File: config.mk
export PLATFORM = sky130hd
export DESIGN_NAME = mac_dot_pipe_flat
export DESIGN_NICKNAME = d
export VERILOG_FILES = /design/src/rtl/mac_dot_pipe_if.sv /design/src/rtl/mac_dot_pipe.sv /design/src/flat_wrapper.sv
export SDC_FILE = /design/constraint.sdc
export NUM_CORES = 1
export LEC_CHECK = 0
export ABC_AREA = 1
export CAP_MARGIN = 20
export CORE_UTILIZATION = 55
export CTS_CLUSTER_SIZE = 24
export DETAILED_ROUTE_END_ITERATION = 8
export HOLD_SLACK_MARGIN = 0.1
export PLACE_DENSITY = 0.79
export SYNTH_ARGS = -nofsm -noshare
export SYNTH_HDL_FRONTEND = slang
export SYNTH_SLANG_ARGS = --single-unit
File: constraint.sdc
create_clock -name clk -period 6.8 [get_ports clk]
set_input_delay 1.36 -clock clk [delete_from_list [all_inputs] [get_ports clk]]
set_output_delay 1.36 -clock clk [all_outputs]
set_load 0.02 [all_outputs]
File: src/rtl/mac_dot_pipe_if.sv
// Sample-in / result-out bundle for the pipelined dot-product MAC.
// master drives samples and clear; slave is the MAC itself.
interface mac_dot_pipe_if #(
    parameter int DATA_W = 8,
    parameter int ACC_W  = 2*DATA_W+8,
    parameter int CNT_W  = 16
);
    logic              in_valid;
    logic [DATA_W-1:0] a;
    logic [DATA_W-1:0] b;
    logic              last;
    logic              clear;
    logic [ACC_W-1:0]  acc;
    logic [CNT_W-1:0]  count;
    logic [ACC_W-1:0]  result;
    logic              result_valid;
    logic              overflow;

    modport master (
        output in_valid, a, b, last, clear,
        input  acc, count, result, result_valid, overflow
    );

    modport slave (
        input  in_valid, a, b, last, clear,
        output acc, count, result, result_valid, overflow
    );
endinterface

File: src/rtl/mac_dot_pipe.sv
// Two-stage multiply-accumulate: stage 1 registers a*b, stage 2 folds it into
// the running frame sum with optional saturation and a sticky overflow flag.
module mac_dot_pipe #(
    parameter int DATA_W   = 8,
    parameter int ACC_W    = 2*DATA_W+8,
    parameter int CNT_W    = 16,
    parameter bit SIGNED   = 1'b0,
    parameter bit SATURATE = 1'b1
) (
    input  logic clk,
    input  logic rst_n,
    mac_dot_pipe_if.slave bus
);
    localparam int PW = 2*DATA_W;

    logic [PW-1:0]    aExt_d;
    logic [PW-1:0]    bExt_d;
    logic [PW-1:0]    prod_d;
    logic [PW-1:0]    prod_q;
    logic             v1_q;
    logic             l1_q;

    logic [ACC_W-1:0] prodExt_d;
    logic [ACC_W-1:0] base_d;
    logic [ACC_W:0]   sumWide_d;
    logic [ACC_W-1:0] sumRaw_d;
    logic [ACC_W-1:0] satVal_d;
    logic             ovf_d;
    logic [ACC_W-1:0] acc_d;
    logic [CNT_W-1:0] count_d;
    logic             overflow_d;

    logic [ACC_W-1:0] acc_q;
    logic [CNT_W-1:0] count_q;
    logic [ACC_W-1:0] result_q;
    logic             resultValid_q;
    logic             overflow_q;
    logic             first_q;

    // Extending both operands to full product width lets one multiplier serve
    // both signednesses; the low PW bits of the product are exact either way.
    always_comb begin
        aExt_d = {{DATA_W{1'b0}}, bus.a};
        bExt_d = {{DATA_W{1'b0}}, bus.b};
        if (SIGNED) begin
            aExt_d = {{DATA_W{bus.a[DATA_W-1]}}, bus.a};
            bExt_d = {{DATA_W{bus.b[DATA_W-1]}}, bus.b};
        end
        prod_d = aExt_d * bExt_d;
    end

    always_ff @(posedge clk or negedge rst_n) begin
        if (!rst_n) begin
            prod_q <= '0;
            v1_q   <= 1'b0;
            l1_q   <= 1'b0;
        end else if (bus.clear) begin
            prod_q <= '0;
            v1_q   <= 1'b0;
            l1_q   <= 1'b0;
        end else begin
            prod_q <= prod_d;
            v1_q   <= bus.in_valid;
            l1_q   <= bus.in_valid & bus.last;
        end
    end

    // A fresh frame starts from zero rather than the held previous sum.
    always_comb begin
        prodExt_d = ACC_W'(prod_q);
        if (SIGNED) begin
            prodExt_d = ACC_W'($signed(prod_q));
        end
        base_d    = first_q ? '0 : acc_q;
        sumWide_d = {1'b0, base_d} + {1'b0, prodExt_d};
        sumRaw_d  = sumWide_d[ACC_W-1:0];
        ovf_d     = sumWide_d[ACC_W];
        satVal_d  = '1;
        if (SIGNED) begin
            ovf_d    = (base_d[ACC_W-1] == prodExt_d[ACC_W-1]) &&
                       (sumRaw_d[ACC_W-1] != base_d[ACC_W-1]);
            satVal_d = base_d[ACC_W-1] ? {1'b1, {(ACC_W-1){1'b0}}}
                                       : {1'b0, {(ACC_W-1){1'b1}}};
        end
        acc_d      = (ovf_d && SATURATE) ? satVal_d : sumRaw_d;
        count_d    = first_q ? CNT_W'(1) : count_q + CNT_W'(1);
        overflow_d = (first_q ? 1'b0 : overflow_q) | ovf_d;
    end

    always_ff @(posedge clk or negedge rst_n) begin
        if (!rst_n) begin
            acc_q         <= '0;
            count_q       <= '0;
            result_q      <= '0;
            resultValid_q <= 1'b0;
            overflow_q    <= 1'b0;
            first_q       <= 1'b1;
        end else if (bus.clear) begin
            acc_q         <= '0;
            count_q       <= '0;
            resultValid_q <= 1'b0;
            overflow_q    <= 1'b0;
            first_q       <= 1'b1;
        end else begin
            resultValid_q <= 1'b0;
            if (v1_q) begin
                acc_q      <= acc_d;
                count_q    <= count_d;
                overflow_q <= overflow_d;
                if (l1_q) begin
                    result_q      <= acc_d;
                    resultValid_q <= 1'b1;
                    first_q       <= 1'b1;
                end else begin
                    first_q <= 1'b0;
                end
            end
        end
    end

    assign bus.acc          = acc_q;
    assign bus.count        = count_q;
    assign bus.result       = result_q;
    assign bus.result_valid = resultValid_q;
    assign bus.overflow     = overflow_q;
endmodule

File: src/flat_wrapper.sv
// flat-port wrapper written by rule: the top's interface ports become plain ports
module mac_dot_pipe_flat 
#(
    parameter int DATA_W   = 8,
    parameter int ACC_W    = 2*DATA_W+8,
    parameter int CNT_W    = 16,
    parameter bit SIGNED   = 1'b0,
    parameter bit SATURATE = 1'b1
)
  (clk, rst_n, bus_in_valid, bus_a, bus_b, bus_last, bus_clear, bus_acc, bus_count, bus_result, bus_result_valid, bus_overflow);
  mac_dot_pipe_if #(.DATA_W(DATA_W), .ACC_W(ACC_W), .CNT_W(CNT_W)) bus_i ();
  input  logic clk;
  input  logic rst_n;
  input wire logic [$bits(bus_i.in_valid)-1:0] bus_in_valid;
  input wire logic [$bits(bus_i.a)-1:0] bus_a;
  input wire logic [$bits(bus_i.b)-1:0] bus_b;
  input wire logic [$bits(bus_i.last)-1:0] bus_last;
  input wire logic [$bits(bus_i.clear)-1:0] bus_clear;
  output wire logic [$bits(bus_i.acc)-1:0] bus_acc;
  output wire logic [$bits(bus_i.count)-1:0] bus_count;
  output wire logic [$bits(bus_i.result)-1:0] bus_result;
  output wire logic [$bits(bus_i.result_valid)-1:0] bus_result_valid;
  output wire logic [$bits(bus_i.overflow)-1:0] bus_overflow;
  assign bus_i.in_valid = bus_in_valid;
  assign bus_i.a = bus_a;
  assign bus_i.b = bus_b;
  assign bus_i.last = bus_last;
  assign bus_i.clear = bus_clear;
  assign bus_acc = bus_i.acc;
  assign bus_count = bus_i.count;
  assign bus_result = bus_i.result;
  assign bus_result_valid = bus_i.result_valid;
  assign bus_overflow = bus_i.overflow;
  mac_dot_pipe #(.DATA_W(DATA_W), .ACC_W(ACC_W), .CNT_W(CNT_W), .SIGNED(SIGNED), .SATURATE(SATURATE)) u_core (.clk(clk), .rst_n(rst_n), .bus(bus_i));
endmodule
==> flow_summary.json, run 1 <==
{
  "status": "finished, final reports clean",
  "finalCritPeriodShare_pct": 78.9,
  "grt_max_degree": 86,
  "antennaDiodeCount": 0,
  "r2r-end": "u_core.bus.acc[13]$_DFFE_PN0P_",
  "synth_most_common_cell": "nand2_1",
  "synthArstFlopShare_pct": 100,
  "cts_buffers": 9,
  "dpl.cell_count": 1252,
  "finalCriticalPeriod_ps": 5370,
  "end_kind": "flip-flop",
  "io_buffers": 86,
  "criticalPathCategory": "input port to flip-flop",
  "yosysSeqAreaShare_pct": 29.4,
  "ys_top_cells_by_area": "dfrtp_1 29%, nand2_1 17%, inv_1 11%",
  "cts_max_level": 3,
  "hold_start": "u_core.bus.result[0]$_DFFE_PN0P_",
  "post_cts_buffers": 0,
  "die_w_um": 117,
  "rsz0062_at_grt": "no",
  "drc": 0,
  "nFillCells": 1152,
  "cts_hold_buf": 0,
  "cellPowerDensity_nw_per_um2": 219,
  "cts_max_path_buffers": 2,
  "io_pins": 87,
  "peakVddDrop_uv": 130,
  "maxCapViolCount": 0,
  "critPathMaxStageDelay_ps": 660,
  "ys.flop_type": "dfrtp_1",
  "synth_common_cells": "323 x nand2_1, 203 x inv_1, 84 x dfrtp_1, 84 x nor2_1, 53 x ha_1",
  "die_h_um": 117,
  "synth_largest_area_cell": "dfrtp_1",
  "cts_sinks": 85,
  "antenna_found_initial": 0,
  "path_cells": "clkdlybuf4s50_1, nand2_1, fa_1, fa_1, inv_1, fa_1, inv_1, fa_1, inv_1, ha_1, a21oi_1, o21ai_0, a21o_1, nand3_1, nand2_1, nand2_1, nand2_1, nor2_1",
  "tightest_slew_ps": 720,
  "synth_edf_count": 0,
  "rr_worst_depth": 15,
  "drt_iter0_drc": 499,
  "wl_mm": 16.6,
  "endpoint": "u_core.prod_q[12]$_DFF_PN0_",
  "clk_pin_slew_ps": 60,
  "r2r_slack_ps": 3930,
  "setup-violations-final": 0,
  "worst-path-stages": 18,
  "drt_first_pass_iters": 5,
  "fin_tns_setup_ps": 0,
  "grt_pass1_wl_mm": 28.2,
  "start_util_pct": 56.9,
  "ys_ff_latch": 85,
  "std_cell_rows": 41,
  "required_ps": 7030,
  "cts_tree": "done",
  "skew_ps": 7.40,
  "grt_pass1_vias": 6142,
  "post_cts_resized": 0,
  "crit_fanout": 8,
  "reg2reg_from": "u_core.first_q$_DFFE_PN1P_",
  "synth_nets": 1134,
  "synth.top_cell.area_share_pct": 29.0,
  "arrival_ps": 5600,
  "dp_hpwl_mm": 12.8,
  "layout-drive-gt1-share_pct": 5.38,
  "syn_to_final_growth_pct": 17.6,
  "max_freq_mhz": 186,
  "vias": 6508,
  "cts_root_buf": "clkbuf_16",
  "hold_path_class": "flip-flop to flip-flop",
  "clk-insertion-delay-late_ps": 350,
  "gp_congestion": 0.936,
  "synth_cell_types": 43,
  "finalNonFillerCells": 1269,
  "worst_path_dominant_cell_family": "adder cells",
  "cp_num_buf_inv": 4,
  "viasPerCell": 5.13,
  "slew_headroom_pct": 51.9,
  "syn_inst": 1023,
  "slowest_stage": "clkdlybuf4s50_1",
  "startpoint_type": "input port",
  "grt-ovfl-total": 0,
  "p_leak_nw": 4.75,
  "yosysWarnings": 0,
  "crit_start": "bus_a[0]",
  "die-area_um2": 13600,
  "synth_area_um2": 7240,
  "ant_nets": 0,
  "slew_violations": 0,
  "nets": 1203,
  "avgSynthCellArea_um2": 7.08,
  "wire_per_inst_um": 13.0,
  "core_um2": 12700,
  "hold_viol_final": 0,
  "grt.total_usage_pct": 26.5
}
report_power, final:
| group | leakage, nW | switching, mW | total, mW | internal (mW) |
|---|---|---|---|---|
| clock network | 0.146 | 0.211 | 0.497 | 0.286 |
| registers | 1.14 | 0.0362 | 0.606 | 0.570 |
| logic | 3.45 | 0.457 | 0.765 | 0.308 |
cells by family after synthesis:
group	share of synthesized area, %
buffers and inverters	12.9
AND/OR/NAND/NOR	29.5
AO/OA/AOI/OAI	7.00
adder cells (fa/ha/maj)	19.4
XOR/XNOR	1.81
flip-flops	29.4
worst register-to-register path, stage by stage, from the launching register on:
cell and delay (ps):
dfstp_2 810, nor2_1 110, ha_1 230, inv_1 70, fa_1 240, inv_1 70, nand3_1 90, nand2_2 80
nand2_1 100, nand2_2 90, nand2_1 100, nand2_2 100, nand3_2 280, nand3_1 170, nand2_1 90, o21ai_0 80
routing by layer:
layer / global-route usage (%) / vias up / share of wire, %
met5: 0 / - / 0
met4: 9.03 / 0 / 2.4
met3: 2.96 / 32 / 5.7
met2: 44.1 / 210 / 47
met1: 36.2 / 3013 / 45
li1: - / 3253 / -
cell usage in the layout (no fill, tap or decap), types with 3 or more instances in the layout:
| cell type | n |
|---|---|
| a21oi_1 | 32 |
| a31oi_1 | 4 |
| buf_4 | 4 |
| clkbuf_16 | 9 |
| clkdlybuf4s50_1 | 85 |
| dfrtp_1 | 84 |
| fa_1 | 37 |
| ha_1 | 53 |
| inv_1 | 203 |
| inv_2 | 4 |
| nand2_1 | 323 |
| nand2_2 | 7 |
| nand3_1 | 40 |
| nand3_2 | 12 |
| nand3b_1 | 4 |
| nand4_1 | 6 |
| nor2_1 | 84 |
| nor2_2 | 4 |
| nor3_1 | 6 |
| nor4_1 | 3 |
| o21ai_0 | 28 |
| o21ai_1 | 8 |
| o21bai_1 | 4 |
| o22ai_1 | 6 |
| or2_2 | 5 |
| xnor2_1 | 3 |
| xor2_1 | 12 |
metrics by stage:
step                instance area (µm²)  power (mW)  hold slack, ps  setup WS [ps]  util (%)
floorplan                          7240        1.16             489           1790         -
global placement                   8190        1.35             463           1200      64.3
detailed placement                 8190        1.37             464           1080      64.3
CTS                                8490        1.87             481           1420      66.7
global route                       8510        2.01             513           1200      66.9
finish                             8510        1.87             478           1430      66.9
sequential cells by signal (all words and copies together), names as in the netlist:
register,count
u_core.bus.acc,24
u_core.bus.result,24
u_core.bus.count,16
u_core.prod_q,16
u_core.bus.overflow,1
u_core.bus.result_valid,1
u_core.first_q,1
u_core.l1_q,1
u_core.v1_q,1
worst min path at each step:
stage	end	cells past startpoint
floorplan	u_core.first_q$_DFFE_PN1P_	2
global placement	u_core.bus.result[5]$_DFFE_PN0P_	2
detailed placement	u_core.bus.result[0]$_DFFE_PN0P_	2
CTS	u_core.bus.result[0]$_DFFE_PN0P_	2
global route	u_core.bus.result[12]$_DFFE_PN0P_	2
finish	u_core.bus.result[0]$_DFFE_PN0P_	2
area by class of cell:
class / instances / area, µm² / area share (%)
repair buffers: 90 / 908 / 10.7
clock buffers: 9 / 225 / 2.65
multi-input cells: 698 / 4180 / 49.1
well taps: 172 / 215 / 2.53
clock inverters: 7 / 73.8 / 0.867
flip-flops and latches: 85 / 2130 / 25.0
inverters: 208 / 783 / 9.20
(Power assumes the default switching activity.)
==> run 2, diff against run 1 <==
CORE_UTILIZATION = 52   (was 55)
PLACE_DENSITY = 0.78   (was 0.79)
clock period = 4.65 ns   (was 6.8 ns; I/O delays follow)
==> flow_summary.json, run 2 (synthesis gave the netlist of run 1 again) <==
{
  "maxCapViolCount": 0,
  "nFillCells": 1165,
  "viasPerCell": 5.03,
  "io_pins": 87,
  "cts_tree": "done",
  "max_freq_mhz": 226,
  "path_cells": "clkdlybuf4s50_1, nand2_1, inv_1, fa_1, fa_1, fa_1, inv_1, fa_1, inv_1, ha_4, nand2_1, o21ai_2, a21o_1, nand3_1, nand2_2, nand2_1, nand2_1, nor2_1",
  "core_um2": 13400,
  "cts_max_level": 3,
  "antenna_found_initial": 0,
  "antennaDiodeCount": 0,
  "start_util_pct": 54.0,
  "peakVddDrop_uv": 205,
  "cts_hold_buf": 0,
  "crit_fanout": 4,
  "end_kind": "flip-flop",
  "layout-drive-gt1-share_pct": 9.07,
  "p_leak_nw": 5.02,
  "final_common_cell": "nand2_1",
  "criticalPathCategory": "input port to flip-flop",
  "tightest_slew_ps": 810,
  "die_h_um": 120,
  "grt-ovfl-total": 0,
  "fin_util_pct": 66.0,
  "drc": 0,
  "rsz0062_at_grt": "yes",
  "grt_max_degree": 86,
  "cts_buffers": 9,
  "slew_headroom_pct": 45.9,
  "cts_root_buf": "clkbuf_16",
  "std_cell_rows": 42,
  "clk-insertion-delay-late_ps": 350,
  "multi_input_area_um2": 4210,
  "grt.total_usage_pct": 25.0,
  "slew_violations": 0,
  "ant_nets": 0,
  "cts_max_path_buffers": 2,
  "cts_sinks": 85,
  "startpoint_type": "input port",
  "grt_pass1_vias": 6443,
  "post_cts_buffers": 0,
  "finalCriticalPeriod_ps": 4420,
  "drt_first_pass_iters": 5,
  "final_cell_mix": "321 x nand2_1, 203 x inv_1, 84 x dfrtp_1",
  "die-area_um2": 14400,
  "hold_viol_final": 0,
  "regArea_um2": 2130,
  "die_w_um": 120,
  "drt_iter0_drc": 389,
  "setup-violations-final": 0,
  "status": "finished, final reports clean",
  "wire_per_inst_um": 12.8,
  "arrival_ps": 4660,
  "io_buffers": 86,
  "wl_mm": 16.8,
  "skew_ps": 7.96,
  "clk_pin_slew_ps": 60,
  "dpl_cell_area_um2": 8480,
  "slowest_stage": "fa_1",
  "grt_pass1_wl_mm": 29.1,
  "cellPowerDensity_nw_per_um2": 324,
  "dp_hpwl_mm": 13.2,
  "syn_to_final_growth_pct": 22.1,
  "finalCritPeriodShare_pct": 95.1,
  "required_ps": 4890,
  "final_cell_area_um2": 8840,
  "nets": 1242,
  "gp_congestion": 0.947,
  "hold_path_class": "flip-flop to flip-flop",
  "vias": 6600,
  "critPathMaxStageDelay_ps": 540
}
==> run 2: area by class of cell <==
class                   instances  share of cell area [%]
clock inverters                 5                   0.410
clock buffers                  11                    2.75
multi-input cells             698                    47.6
inverters                     208                    8.86
well taps                     176                    2.49
flip-flops and latches         85                    24.1
repair buffers                129                    13.9
==> run 2: metrics by stage <==
stage                     total power [mW]  std cells  hold WS [ps]  worst slack (ps)  TNS [ps]
after global routing                  3.09       1312           492             -4.22     -4.22
after global placement                2.11       1295           464              -322     -1980
after detailed placement              2.15       1295           465              -394     -2640
after floorplan                       1.69       1023           489              70.2         0
after CTS                             2.82       1311           480              1.70         0
final                                 2.86       1312           477               230         0
==> run 2: report_power, final <==
group	total, mW	switching [mW]	internal, mW	leakage [nW]
Clock	0.673	0.296	0.377	0.139
Combinational	1.30	0.711	0.587	3.74
Sequential	0.891	0.0575	0.833	1.14
==> run 2: per-layer routing <==
metal  share of wire (%)  vias up  global-route usage [%]
li1                    -     3326                       -
met1                  44     3066                    31.8
met2                  49      184                    44.0
met3                 4.5       24                    3.18
met4                 1.9        0                    7.34
met5                   0        -                       0
==> run 2: critical path: cells and delay by family <==
| kind | cells | cell delay, ps |
|---|---|---|
| AO/OA/AOI/OAI | 2 | 290 |
| adder cells (fa/ha/maj) | 5 | 2280 |
| AND/OR/NAND/NOR | 7 | 460 |
| buffers and inverters | 4 | 680 |
==> run 2: repair_timing <==
action	4_1_cts	5_1_grt
gates resized for setup	3	22
setup endpoints to repair	3	8
pin swaps	0	4
==> run 2: worst paths after layout <==
check,end,startpoint,slack (ps),cells past startpoint
max in group asynchronous,u_core.bus.overflow$_DFFE_PN0P_,rst_n,3510,2
min,u_core.bus.result[19]$_DFFE_PN0P_,u_core.bus.result[19]$_DFFE_PN0P_,480,2
min in group asynchronous,u_core.bus.count[6]$_DFFE_PN0P_,rst_n,530,1
max,u_core.prod_q[12]$_DFF_PN0_,bus_a[7],230,18
max reg2reg,u_core.bus.acc[13]$_DFFE_PN0P_,u_core.first_q$_DFFE_PN1P_,1810,15
min reg2reg,u_core.bus.result[19]$_DFFE_PN0P_,u_core.bus.result[19]$_DFFE_PN0P_,480,2
==> run 3, diff against run 2 <==
CAP_MARGIN = unset   (was 20)
CELL_PAD_IN_SITES_DETAIL_PLACEMENT = 0   (was unset)
CELL_PAD_IN_SITES_GLOBAL_PLACEMENT = 1   (was unset)
CORE_UTILIZATION = 37   (was 52)
PLACE_DENSITY = unset   (was 0.78)
PLACE_DENSITY_LB_ADDON = 0.1   (was unset)
==> flow_summary.json, run 3 (synthesis gave the netlist of run 1 again) <==
{
  "drc": 0,
  "cts_root_buf": "clkbuf_16",
  "status": "finished, final reports clean",
  "die_w_um": 142,
  "criticalPathCategory": "input port to flip-flop",
  "power_frac_seq_pct": 29.7,
  "reg2reg_from": "u_core.first_q$_DFFE_PN1P_",
  "drt_iter0_drc": 259,
  "finalCritPeriodShare_pct": 94.7,
  "clk-insertion-delay-late_ps": 350,
  "antenna_found_initial": 0,
  "start_util_pct": 38.2,
  "power.total_mw": 2.98,
  "nFillCells": 1976,
  "hold_path_class": "flip-flop to flip-flop",
  "peakVddDrop_uv": 156,
  "cts_max_level": 3,
  "cts_tree": "done",
  "grt_pass1_vias": 6369,
  "hold_viol_final": 0,
  "slew_headroom_pct": 53.7,
  "p_leak_nw": 4.97,
  "tightest_slew_ps": 694,
  "fin_util_pct": 47.2,
  "switching_power_mw": 1.08,
  "fin_tns_setup_ps": 0,
  "crit_top_cell": "nand2_1",
  "end_kind": "flip-flop",
  "startpoint_type": "input port",
  "io_pins": 87,
  "cts_sinks": 85,
  "critPathMaxStageDelay_ps": 550,
  "syn_to_final_growth_pct": 23.5,
  "rsz0062_at_grt": "no",
  "p_clk_share_pct": 26.3,
  "skew_ps": 14.0,
  "gp_congestion": 0.866,
  "intPower_mw": 1.90,
  "grt_max_degree": 51,
  "io_buffers": 86,
  "layout-drive-gt1-share_pct": 8.91,
  "final_cell_mix": "322 x nand2_1, 203 x inv_1, 84 x nor2_1, 84 x dfrtp_1, 72 x clkdlybuf4s50_1",
  "die_h_um": 142,
  "setup_ws_ps": 246,
  "dp_hpwl_mm": 14.9,
  "cellPowerDensity_nw_per_um2": 333,
  "viasPerCell": 4.51,
  "crit_start": "bus_a[7]",
  "clk_pin_slew_ps": 70,
  "finalNonFillerCells": 1394,
  "path_cells": "clkdlybuf4s50_1, nand2_1, inv_1, fa_1, fa_1, fa_1, inv_1, fa_1, inv_1, ha_4, nand2_1, o21ai_0, inv_1, nand2_1, nand2_1, nand2_1, o21ai_0, a21oi_1",
  "wl_mm": 18.2,
  "nets": 1240,
  "required_ps": 4930,
  "grt.total_usage_pct": 19.6,
  "maxCapViolCount": 0,
  "die-area_um2": 20100,
  "std_cell_rows": 50,
  "place_ws_ps": -447,
  "core_um2": 19000,
  "ant_nets": 0,
  "grt-ovfl-total": 0,
  "final_common_cell": "nand2_1",
  "hold_start": "u_core.bus.result[5]$_DFFE_PN0P_",
  "slew_violations": 0,
  "finalCriticalPeriod_ps": 4400,
  "vias": 6285,
  "post_cts_buffers": 0,
  "max_freq_mhz": 227,
  "cts_hold_buf": 0,
  "grt_pass1_wl_mm": 31.2,
  "switching_share_pct": 36.3,
  "crit_fanout": 4,
  "dpl.cell_count": 1378,
  "wire_per_inst_um": 13.1,
  "slowest_stage": "fa_1",
  "setup-violations-final": 0,
  "cts_max_path_buffers": 2,
  "arrival_ps": 4680,
  "antennaDiodeCount": 0,
  "power.share.combinational_pct": 44.0,
  "cts_buffers": 9,
  "drt_first_pass_iters": 5
}
-- run 3: worst paths after layout --
| check | endpoint | slack [ps] | cells past startpoint |
|---|---|---|---|
| worst min-delay path | u_core.bus.result[5]$_DFFE_PN0P_ | 470 | 2 |
| worst max register to register | u_core.bus.acc[3]$_DFFE_PN0P_ | 1780 | 11 |
| min in group asynchronous | u_core.bus.count[13]$_DFFE_PN0P_ | 600 | 1 |
| worst max-delay path | u_core.prod_q[13]$_DFF_PN0_ | 250 | 18 |
| max in group asynchronous | u_core.first_q$_DFFE_PN1P_ | 3100 | 2 |
| worst min register to register | u_core.bus.result[5]$_DFFE_PN0P_ | 470 | 2 |
-- run 3: power groups by stage --
stage	Clock [mW]	Sequential [mW]	Combinational [mW]
after floorplan	0	0.945	0.750
after global placement	0	0.898	1.26
after detailed placement	0	0.899	1.27
after CTS	0.805	0.885	1.27
after global routing	0.832	0.896	1.51
final	0.782	0.885	1.31
-- run 3: through the flow --
stage	hold slack [ps]	instance area (µm²)
final	474	8940
after global routing	492	8940
after CTS	482	8890
after detailed placement	464	8580
after global placement	463	8580
after floorplan	489	7240
-- run 3: timing repair --
item | 4_1_cts | 5_1_grt
endpoints found under the setup margin | 6 | 8
pin swaps | 0 | 1
gates resized for setup | 9 | 13
-- run 3: routing by layer --
metal | up-vias | GRT usage (%) | wire (µm)
li1 | 3318 | - | -
met1 | 2837 | 26.6 | 9030
met2 | 120 | 33.2 | 8300
met3 | 10 | 2.16 | 745
met4 | 0 | 4.98 | 144
met5 | - | 0 | 0
-- run 3: layout make-up --
class	count	area (µm²)	share of cell area [%]
multi-input cells	698	4220	47.2
flip-flops and latches	85	2130	23.8
repair buffers	127	1160	13.0
inverters	208	783	8.76
well taps	260	325	3.64
clock buffers	11	233	2.60
clock inverters	5	83.8	0.938
-- run 3: critical path: cells and delay by family --
| family | cells | cell delay [ps] |
|---|---|---|
| AOI/OAI and AO/OA | 3 | 360 |
| adders and majority gates | 5 | 2270 |
| buffers and inverters | 5 | 750 |
| and+or+nand+nor | 5 | 380 |
